[config.mk]
export PLATFORM = sky130hd
export DESIGN_NAME = pl_hazard_ctrl
export DESIGN_NICKNAME = d
export VERILOG_FILES = /design/src/rtl/pl_pkg.sv /design/src/rtl/pl_fwd_unit.sv /design/src/rtl/pl_hazard_ctrl.sv
export SDC_FILE = /design/constraint.sdc
export NUM_CORES = 1
export LEC_CHECK = 0
export CAP_MARGIN = 20
export CORE_UTILIZATION = 40
export CTS_CLUSTER_DIAMETER = 200
export CTS_CLUSTER_SIZE = 28
export DETAILED_ROUTE_END_ITERATION = 8
export GPL_TIMING_DRIVEN = 0
export PLACE_DENSITY_LB_ADDON = 0.15
export SYNTH_ARGS = -nofsm -noshare
export SYNTH_HDL_FRONTEND = slang
export SYNTH_SLANG_ARGS = --single-unit
export TNS_END_PERCENT = 1
[constraint.sdc]
create_clock -name clk -period 2.9 [get_ports clk]
set_clock_uncertainty 0.2 [all_clocks]
set_input_delay 0.58 -clock clk [delete_from_list [all_inputs] [get_ports clk]]
set_output_delay 0.58 -clock clk [all_outputs]
set_load 0.01 [all_outputs]
[src/rtl/pl_pkg.sv]
// Shared definitions for the pipeline hazard controller: forwarding selects,
// FSM state encoding and the register-index width.
package pl_pkg;

    localparam int REG_W = 5;

    localparam logic [1:0] FWD_REG = 2'b00;
    localparam logic [1:0] FWD_WB  = 2'b01;
    localparam logic [1:0] FWD_MEM = 2'b10;

    typedef enum logic {
        ST_RUN      = 1'b0,
        ST_MEM_WAIT = 1'b1
    } pl_state_t;

endpackage

[src/rtl/pl_fwd_unit.sv]
// Combinational forwarding select for one EX operand; the MEM-stage producer
// is younger than the WB-stage one, so it wins when both match.
module pl_fwd_unit
    import pl_pkg::*;
(
    input  logic [REG_W-1:0] src,
    input  logic [REG_W-1:0] mem_rd,
    input  logic             mem_reg_write,
    input  logic [REG_W-1:0] wb_rd,
    input  logic             wb_reg_write,
    output logic [1:0]       sel
);

    logic mem_hit;
    logic wb_hit;

    // r0 is hardwired to zero, so a write to it never forwards.
    assign mem_hit = mem_reg_write && (mem_rd != '0) && (mem_rd == src);
    assign wb_hit  = wb_reg_write  && (wb_rd  != '0) && (wb_rd  == src);

    always_comb begin
        sel = FWD_REG;
        if (mem_hit) begin
            sel = FWD_MEM;
        end else if (wb_hit) begin
            sel = FWD_WB;
        end
    end

endmodule

[src/rtl/pl_hazard_ctrl.sv]
// Pipeline hazard controller: memory-wait freeze, branch flush, load-use
// stall, operand forwarding, saturating perf counters and sticky timeout error.
module pl_hazard_ctrl
    import pl_pkg::*;
#(
    parameter int MEM_TIMEOUT = 64,
    parameter int CNT_W       = 16
) (
    input  logic             clk,
    input  logic             rst,
    input  logic [REG_W-1:0] id_rs,
    input  logic [REG_W-1:0] id_rt,
    input  logic             id_uses_rs,
    input  logic             id_uses_rt,
    input  logic [REG_W-1:0] ex_rs,
    input  logic [REG_W-1:0] ex_rt,
    input  logic [REG_W-1:0] ex_rd,
    input  logic             ex_mem_read,
    input  logic             ex_branch_taken,
    input  logic [REG_W-1:0] mem_rd,
    input  logic             mem_reg_write,
    input  logic [REG_W-1:0] wb_rd,
    input  logic             wb_reg_write,
    input  logic             dmem_req,
    input  logic             dmem_ready,
    output logic             pc_en,
    output logic             if_id_en,
    output logic             id_ex_en,
    output logic             ex_mem_en,
    output logic             if_id_flush,
    output logic             id_ex_flush,
    output logic             mem_wb_bubble,
    output logic [1:0]       fwd_a,
    output logic [1:0]       fwd_b,
    output logic [CNT_W-1:0] stall_cycles,
    output logic [CNT_W-1:0] flush_count,
    output logic             mem_err,
    output logic             fsm_state
);

    localparam int WC_W = $clog2(MEM_TIMEOUT) + 1;
    localparam logic [WC_W-1:0]  TIMEOUT_VAL = WC_W'(MEM_TIMEOUT);
    localparam logic [CNT_W-1:0] CNT_MAX     = {CNT_W{1'b1}};

    pl_state_t       state;
    logic [WC_W-1:0] wait_cnt;

    logic [1:0] fwd_a_raw;
    logic [1:0] fwd_b_raw;
    logic       in_wait;
    logic       timeout;
    logic       freeze;
    logic       load_use;

    pl_fwd_unit u_fwd_a (
        .src           (ex_rs),
        .mem_rd        (mem_rd),
        .mem_reg_write (mem_reg_write),
        .wb_rd         (wb_rd),
        .wb_reg_write  (wb_reg_write),
        .sel           (fwd_a_raw)
    );

    pl_fwd_unit u_fwd_b (
        .src           (ex_rt),
        .mem_rd        (mem_rd),
        .mem_reg_write (mem_reg_write),
        .wb_rd         (wb_rd),
        .wb_reg_write  (wb_reg_write),
        .sel           (fwd_b_raw)
    );

    assign in_wait  = (state == ST_MEM_WAIT);
    assign timeout  = in_wait && !dmem_ready && (wait_cnt == TIMEOUT_VAL);
    assign freeze   = ((state == ST_RUN) && dmem_req && !dmem_ready)
                   || (in_wait && !dmem_ready && !timeout);
    assign load_use = ex_mem_read && (ex_rd != '0)
                   && ((id_uses_rs && (id_rs == ex_rd)) || (id_uses_rt && (id_rt == ex_rd)));
    assign fsm_state = state;

    // Priority: reset, memory freeze, branch flush, load-use stall.
    // A timed-out access releases the pipe but its MEM result is dropped.
    always_comb begin
        pc_en         = 1'b1;
        if_id_en      = 1'b1;
        id_ex_en      = 1'b1;
        ex_mem_en     = 1'b1;
        if_id_flush   = 1'b0;
        id_ex_flush   = 1'b0;
        mem_wb_bubble = timeout;
        fwd_a         = fwd_a_raw;
        fwd_b         = fwd_b_raw;
        if (rst) begin
            pc_en         = 1'b0;
            if_id_en      = 1'b0;
            id_ex_en      = 1'b0;
            ex_mem_en     = 1'b0;
            if_id_flush   = 1'b1;
            id_ex_flush   = 1'b1;
            mem_wb_bubble = 1'b1;
            fwd_a         = FWD_REG;
            fwd_b         = FWD_REG;
        end else if (freeze) begin
            pc_en         = 1'b0;
            if_id_en      = 1'b0;
            id_ex_en      = 1'b0;
            ex_mem_en     = 1'b0;
            mem_wb_bubble = 1'b1;
        end else if (ex_branch_taken) begin
            if_id_flush = 1'b1;
            id_ex_flush = 1'b1;
        end else if (load_use) begin
            pc_en       = 1'b0;
            if_id_en    = 1'b0;
            id_ex_flush = 1'b1;
        end
    end

    always_ff @(posedge clk or posedge rst) begin
        if (rst) begin
            state        <= ST_RUN;
            wait_cnt     <= '0;
            stall_cycles <= '0;
            flush_count  <= '0;
            mem_err      <= 1'b0;
        end else begin
            case (state)
                ST_RUN: begin
                    if (dmem_req && !dmem_ready) begin
                        state    <= ST_MEM_WAIT;
                        wait_cnt <= WC_W'(1);
                    end
                end
                ST_MEM_WAIT: begin
                    if (dmem_ready) begin
                        state    <= ST_RUN;
                        wait_cnt <= '0;
                    end else if (timeout) begin
                        state    <= ST_RUN;
                        wait_cnt <= '0;
                        mem_err  <= 1'b1;
                    end else begin
                        wait_cnt <= wait_cnt + WC_W'(1);
                    end
                end
                default: begin
                    state    <= ST_RUN;
                    wait_cnt <= '0;
                end
            endcase

            if (!pc_en && (stall_cycles != CNT_MAX)) begin
                stall_cycles <= stall_cycles + CNT_W'(1);
            end
            if (if_id_flush && (flush_count != CNT_MAX)) begin
                flush_count <= flush_count + CNT_W'(1);
            end
        end
    end

endmodule

### Word level (Yosys, flattened, before mapping)

Index checks and enable logic that the tools add are counted.

| word-level totals | value |
|---|---|
| output and inout bits | 45 |
| logic and storage cells | 76 |
| input port bits | 45 |
| bits in registers | 41 |

| operators by class | value |
|---|---|
| bitwise gates (word level) | 2 |
| reductions and logical operators | 27 |
| $add $sub $neg | 3 |
| equality and inequality tests | 10 |
| muxes and demuxes | 29 |

Operator list:

| cell | count |
|---|---|
| $add A16 B1 Y16 const B | 2 |
| $ne A16 B16 Y1 const B | 2 |
| $eq A5 B5 Y1 | 6 |
| $mux W7 | 3 |
| $mux W1 | 20 |
| $logic_and A1 B1 Y1 | 18 |
| $reduce_bool A5 Y1 | 3 |
| $pmux W7 S2 | 1 |
| $mux W2 | 4 |
| $add A7 B1 Y7 const B | 1 |
| $eq A7 B7 Y1 const B | 1 |
| $logic_not A1 Y1 | 3 |
| $reduce_and A3 Y1 | 1 |
| $logic_or A1 B1 Y1 | 2 |
| $ne A2 B1 Y1 const B | 1 |
| $not A1 Y1 | 2 |
| $pmux W1 S2 | 1 |

### Logic depth before layout (Yosys ltp)

| logic depth | value |
|---|---|
| depth in word-level cells | 10 |
| depth in mapped cells | 8 |
| mapped depth without buffers | 7 |

### Hierarchy

A second synthesis with hierarchy kept.

| unflattened totals | value |
|---|---|
| cell total of the unflattened synthesis | 246 |
| area total of the unflattened synthesis | 2484.9 µm² |

Modules (own cells, without submodules):

| module | seq. area each (µm²) | area each (µm²) | cells each | times used |
|---|---|---|---|---|
| pl_hazard_ctrl | 1026.0 | 2167.1 | 204 | 1 |
| pl_fwd_unit | 0.0 | 158.9 | 21 | 2 |

### Least setup slack after synthesis

Ideal clock, no wire load.

| timing path | value |
|---|---|
| path type | input to output |
| start point | in rst |
| end point | out fwd_a[0] |
| data required time | 2.120 ns |
| slack | 0.066 ns |
| stages on the path | 3 |
| path buffers | 0 |
| arrival time | 2.054 ns |
| cells stage by stage | inv_1 -> o211ai_1 -> nor3_1 |

| between the ends | value |
|---|---|
| longest elaborated chain between the ends | 1 |

RTL lines:

| item | line | RTL |
|---|---|---|
| from (decl) | pl_hazard_ctrl.sv:10 | `input logic rst,` |
| $mux W2 | pl_hazard_ctrl.sv:93 | `if (rst) begin` |
| to (decl) | pl_hazard_ctrl.sv:33 | `output logic [1:0] fwd_a,` |

No other way between the ends.

### Worst setup path in the final report

| timing path | value |
|---|---|
| start point | in wb_rd[3] |
| end point | out fwd_a[0] |

| between the ends | value |
|---|---|
| longest elaborated chain between the ends | 6 |
| elaborated cells between the ends (all ways) | 7 |
| those cells by class | eq/ne (1); mux (3); reduce/logical (3) |

RTL lines:

| item | line | RTL |
|---|---|---|
| from (decl) | pl_hazard_ctrl.sv:22 | `input logic [REG_W-1:0] wb_rd,` |
| $reduce_bool A5 Y1 | pl_fwd_unit.sv:19 | `assign wb_hit = wb_reg_write && (wb_rd != '0) && (wb_rd == src);` |
| $logic_and A1 B1 Y1 | pl_fwd_unit.sv:19 |  |
| $logic_and A1 B1 Y1 (*) | pl_fwd_unit.sv:19 |  |
| $mux W1 (*) | pl_fwd_unit.sv:25 | `end else if (wb_hit) begin` |
| $mux W2 (*) | pl_fwd_unit.sv:23 | `if (mem_hit) begin` |
| $mux W2 (*) | pl_hazard_ctrl.sv:93 |  |

Every way passes the cells marked *; elsewhere a longest branch is shown, timed or not.

==> results.tsv <==
stage	metric	value	unit
route	1st-pass router iterations	4	
yosys	Gate Count Post-Synth	268	
global_routing	vias in the first global route	2331	
finish	layout cells sized above 1	14.06	%
yosys	sequential share of the synthesized area	39.50	%
route	WL final	6567	µm
sta	fmax	0.3426	GHz
sta	Least-Margin Pin Slew	638.4	ps
die	num ports	90	
placed_design	# port buffers	89	
die	total die area	0.006820	mm²
route	drt wl/cell	14.53	µm
route	Residual DRC	0	
critical_path	Worst EP arrival	2140	ps
critical_path	CP Capture Type	output pin	
critical_path	Data required, critical path	2120	ps
yosys	Adder-Cell Fraction of Synth Area	1.927	%
die	die width	82.59	µm
finish	Layout area overhead	46.97	%
flow_run	Max-cap violations	0	
yosys	Synth Net Count	317	
yosys	Syn. warnings	0	
yosys	Area contributors post-synth	dfrtp_1 (39%), xor2_1 (11%), xnor2_1 (9.1%)	
global_routing	largest net degree at the start of global routing	26	
global_routing	remaining global-route overflow	0	
global_routing	antenna violations before repair	0	
sta	post-route setup TNS	-18.65	ps
sta	final hold violation count	0	
sta	Tcrit/Tclk final	100.6	%
clock_tree	TritonCTS clock tree	yes	
placed_design	# placed instances	433	
pwr	Int Pwr	1.475	mW
die	Core ar.	0.006096	mm²
yosys	Post-Synth XOR/XNOR Area	20.57	%
pwr	Logic pwr share	37.5	%
outcome	status	finished with violations	
clock_tree	clk_lat worst skew	290	ps
yosys	post-synth cell types	43	
finish	nets	425	
clock_tree	Sink Count	41	
clock_tree	H-Tree Depth	2	
yosys	EDFF count, synth	0	
pwr	switching pwr	740.9	µW
yosys	Synth area leader	dfrtp_1	
sta	min Tclk post-route	2919	ps
yosys	combinational family with the most area after synthesis	simple AND/OR/NAND/NOR gates	
clock_tree	CTS clk-pin slew, worst paths	80	ps
route	post-route ant nets	0	
yosys	top-area cell type share of the netlist area	39.50	%
yosys	Compound-Gate Fraction of Synth Area	6.551	%
pwr	PwrDens	580.5	mW/mm²
clock_tree	TritonCTS Buffers	5	
pwr	Switching Share	33.44	%
pwr	worst vdd ir	0.0003436	V
critical_path	CP Class	input pin to output pin	
global_routing	first-pass GRT wire length	10600	µm
die	FP Rows	28	
pwr	Leakage Power	1.554	nW
placed_design	RePlAce Congestion	0.8083	
clock_tree	hold_buf cts	0	
sta	Slew HR	57.15	%
route	drt initial violations	92	
yosys	mux contribution to synthesized area	1.301	%
pwr	Clk network pwr share	21.7	%
outcome	violated checks	negative setup slack	
yosys	syn avg cell area	9.692	µm²
sta	final setup fails	1	
clock_tree	root buffer cell	clkbuf_8	
sta	RSZ-0062 raised after global routing	yes	
yosys	synthesized area	0.002597	mm²
sta	Slew Viols, Final	0	
yosys	ys async rst share	100.0	%
die	Starting Density	42.61	%
finish	Filler cells	537	
global_routing	gr usage total	20.61	%
yosys	post-synthesis simple-gate area fraction	26.93	%
die	Die Span Y	82.59	µm
critical_path	CP Launch Type	input pin	
finish	ANT cells	0	
sta	PnR worst setup slack	-18.65	ps
route	DR vias/cell	5.327	
pwr	Flop pwr share	40.9	%
placed_design	DP HPWL	4926	µm
finish	Layout Utilization	62.62	%
yosys	register bit count reported by yosys	41	
finish	post-route insts no fill	452	
critical_path	worst-path maximum fanout	3	
route	Via Count	2408	
clock_tree	CTS Buffer Depth	2	
min_path	worst min-delay path class	input pin to asynchronous set/reset pin	
yosys	Most used DFF post-synth	dfrtp_1	
## Yosys cell counts (2+ instances only)
library cell,instances
dfrtp_1,41
xor2_1,34
xnor2_1,27
nand3_1,18
nor4_1,17
nand2_1,15
nor3_1,12
nand4_1,11
nor2_1,10
o21ai_0,10
and3_1,8
inv_1,8
ha_1,4
nand2b_1,4
and4_1,3
buf_4,3
clkbuf_1,3
nor2b_1,3
nor4b_1,3
o22ai_1,3
or4_1,3
mux2_2,2
nor3b_2,2
nor4b_2,2
o21a_1,2
o31ai_1,2
or3_1,2
## timing repair
| action | in CTS | in global routing |
|---|---|---|
| pin swaps | 8 | 3 |
| setup buffers | 7 | 4 |
| endpoints found under the setup margin | 10 | 16 |
| hold endpoints to repair | 0 | 0 |
| resized for setup | 49 | 4 |
## cells in the final DEF (no fill, tap or decap), drive strengths merged, types with 8 or more instances in the layout
| master | synthesis | routed |
|---|---|---|
| nand3 | 18 | 18 |
| nor3 | 12 | 12 |
| o21ai | 11 | 11 |
| buf | 6 | 23 |
| clkbuf | 3 | 11 |
| dfrtp | 41 | 41 |
| xnor2 | 27 | 27 |
| xor2 | 34 | 34 |
| dlygate4sd2 | 0 | 11 |
| nor4 | 17 | 17 |
| clkdlybuf4s50 | 0 | 70 |
| and3 | 8 | 8 |
| nor2 | 11 | 11 |
| nand4 | 11 | 11 |
| nand2 | 15 | 15 |
| inv | 8 | 8 |
## power by group through the flow
| stage | combinational (mW) | clock [mW] | sequential, mW |
|---|---|---|---|
| 4_1_cts | 0.827 | 0.496 | 0.903 |
| 6_report | 0.830 | 0.480 | 0.905 |
| 2_1_floorplan | 0.318 | 0 | 0.940 |
| 5_1_grt | 0.906 | 0.523 | 0.935 |
| 3_5_place_dp | 0.804 | 0 | 0.914 |
| 3_3_place_gp | 0.785 | 0 | 0.910 |
## routing by layer
metal | global-route usage, % | up-vias | wire [µm]
li1 | - | 1184 | -
met1 | 24.02 | 1140 | 2710
met2 | 36.12 | 80 | 3281
met3 | 6.703 | 4 | 509
met4 | 5.690 | 0 | 65
met5 | 0 | - | 0
## metrics by stage
stage / worst slack, ps / cell area (µm²) / power [mW] / hold WS (ps)
5_1_grt: -117.6 / 3817 / 2.365 / 126.6
6_report: -18.65 / 3817 / 2.216 / 112.5
3_5_place_dp: -723.0 / 3602 / 1.718 / 283.0
3_3_place_gp: -1512 / 3582 / 1.695 / 243.4
4_1_cts: -29.82 / 3781 / 2.226 / 116.2
2_1_floorplan: 65.68 / 2597 / 1.258 / 288.8
## area by class of cell
| type | instances | area (µm²) | area share, % |
|---|---|---|---|
| buffer | 9 | 56.30 | 1.475 |
| clock buffer | 7 | 86.33 | 2.262 |
| clock inverter | 1 | 30.03 | 0.7866 |
| inverter | 8 | 32.53 | 0.8522 |
| multi-input combinational | 210 | 1535 | 40.22 |
| sequential | 41 | 1026 | 26.88 |
| tap | 75 | 93.84 | 2.458 |
| timing repair buffer | 101 | 957.2 | 25.07 |
## sequential cells by signal, summed over array words and instances (netlist names)
register and cells:
mem_err 1, stall_cycles 16, fsm_state 1, flush_count 16, wait_cnt 7
## worst max-delay path: stages
cell	delay (ps)
clkdlybuf4s50_1	470
or4_1	530
o211ai_1	230
nor3_1	100
clkdlybuf4s15_2	230
## worst paths after layout
path	start	to	slack [ps]	cells after the start
max reg2reg	wait_cnt[1]$_DFFE_PP0P_	flush_count[14]$_DFFE_PP0P_	160	9
min reg2reg	mem_err$_DFFE_PP0P_	mem_err$_DFFE_PP0P_	290	1
min in group clk	mem_err$_DFFE_PP0P_	mem_err$_DFFE_PP0P_	290	1
max	wb_rd[3]	fwd_a[0]	-20	5
max in group asynchronous	rst	stall_cycles[14]$_DFFE_PP0P_	1980	3
min	rst	wait_cnt[6]$_DFFE_PP0P_	110	2
## logic make-up (layout without fill, tap and decap cells)
group	after synthesis	in the layout
mux	3	3
flops	41	41
xor+xnor	61	61
buf+inv	17	126
simple gates	118	118
compound gates	24	24
fa+ha+maj	4	4
Power figures use the tool's default switching activity.
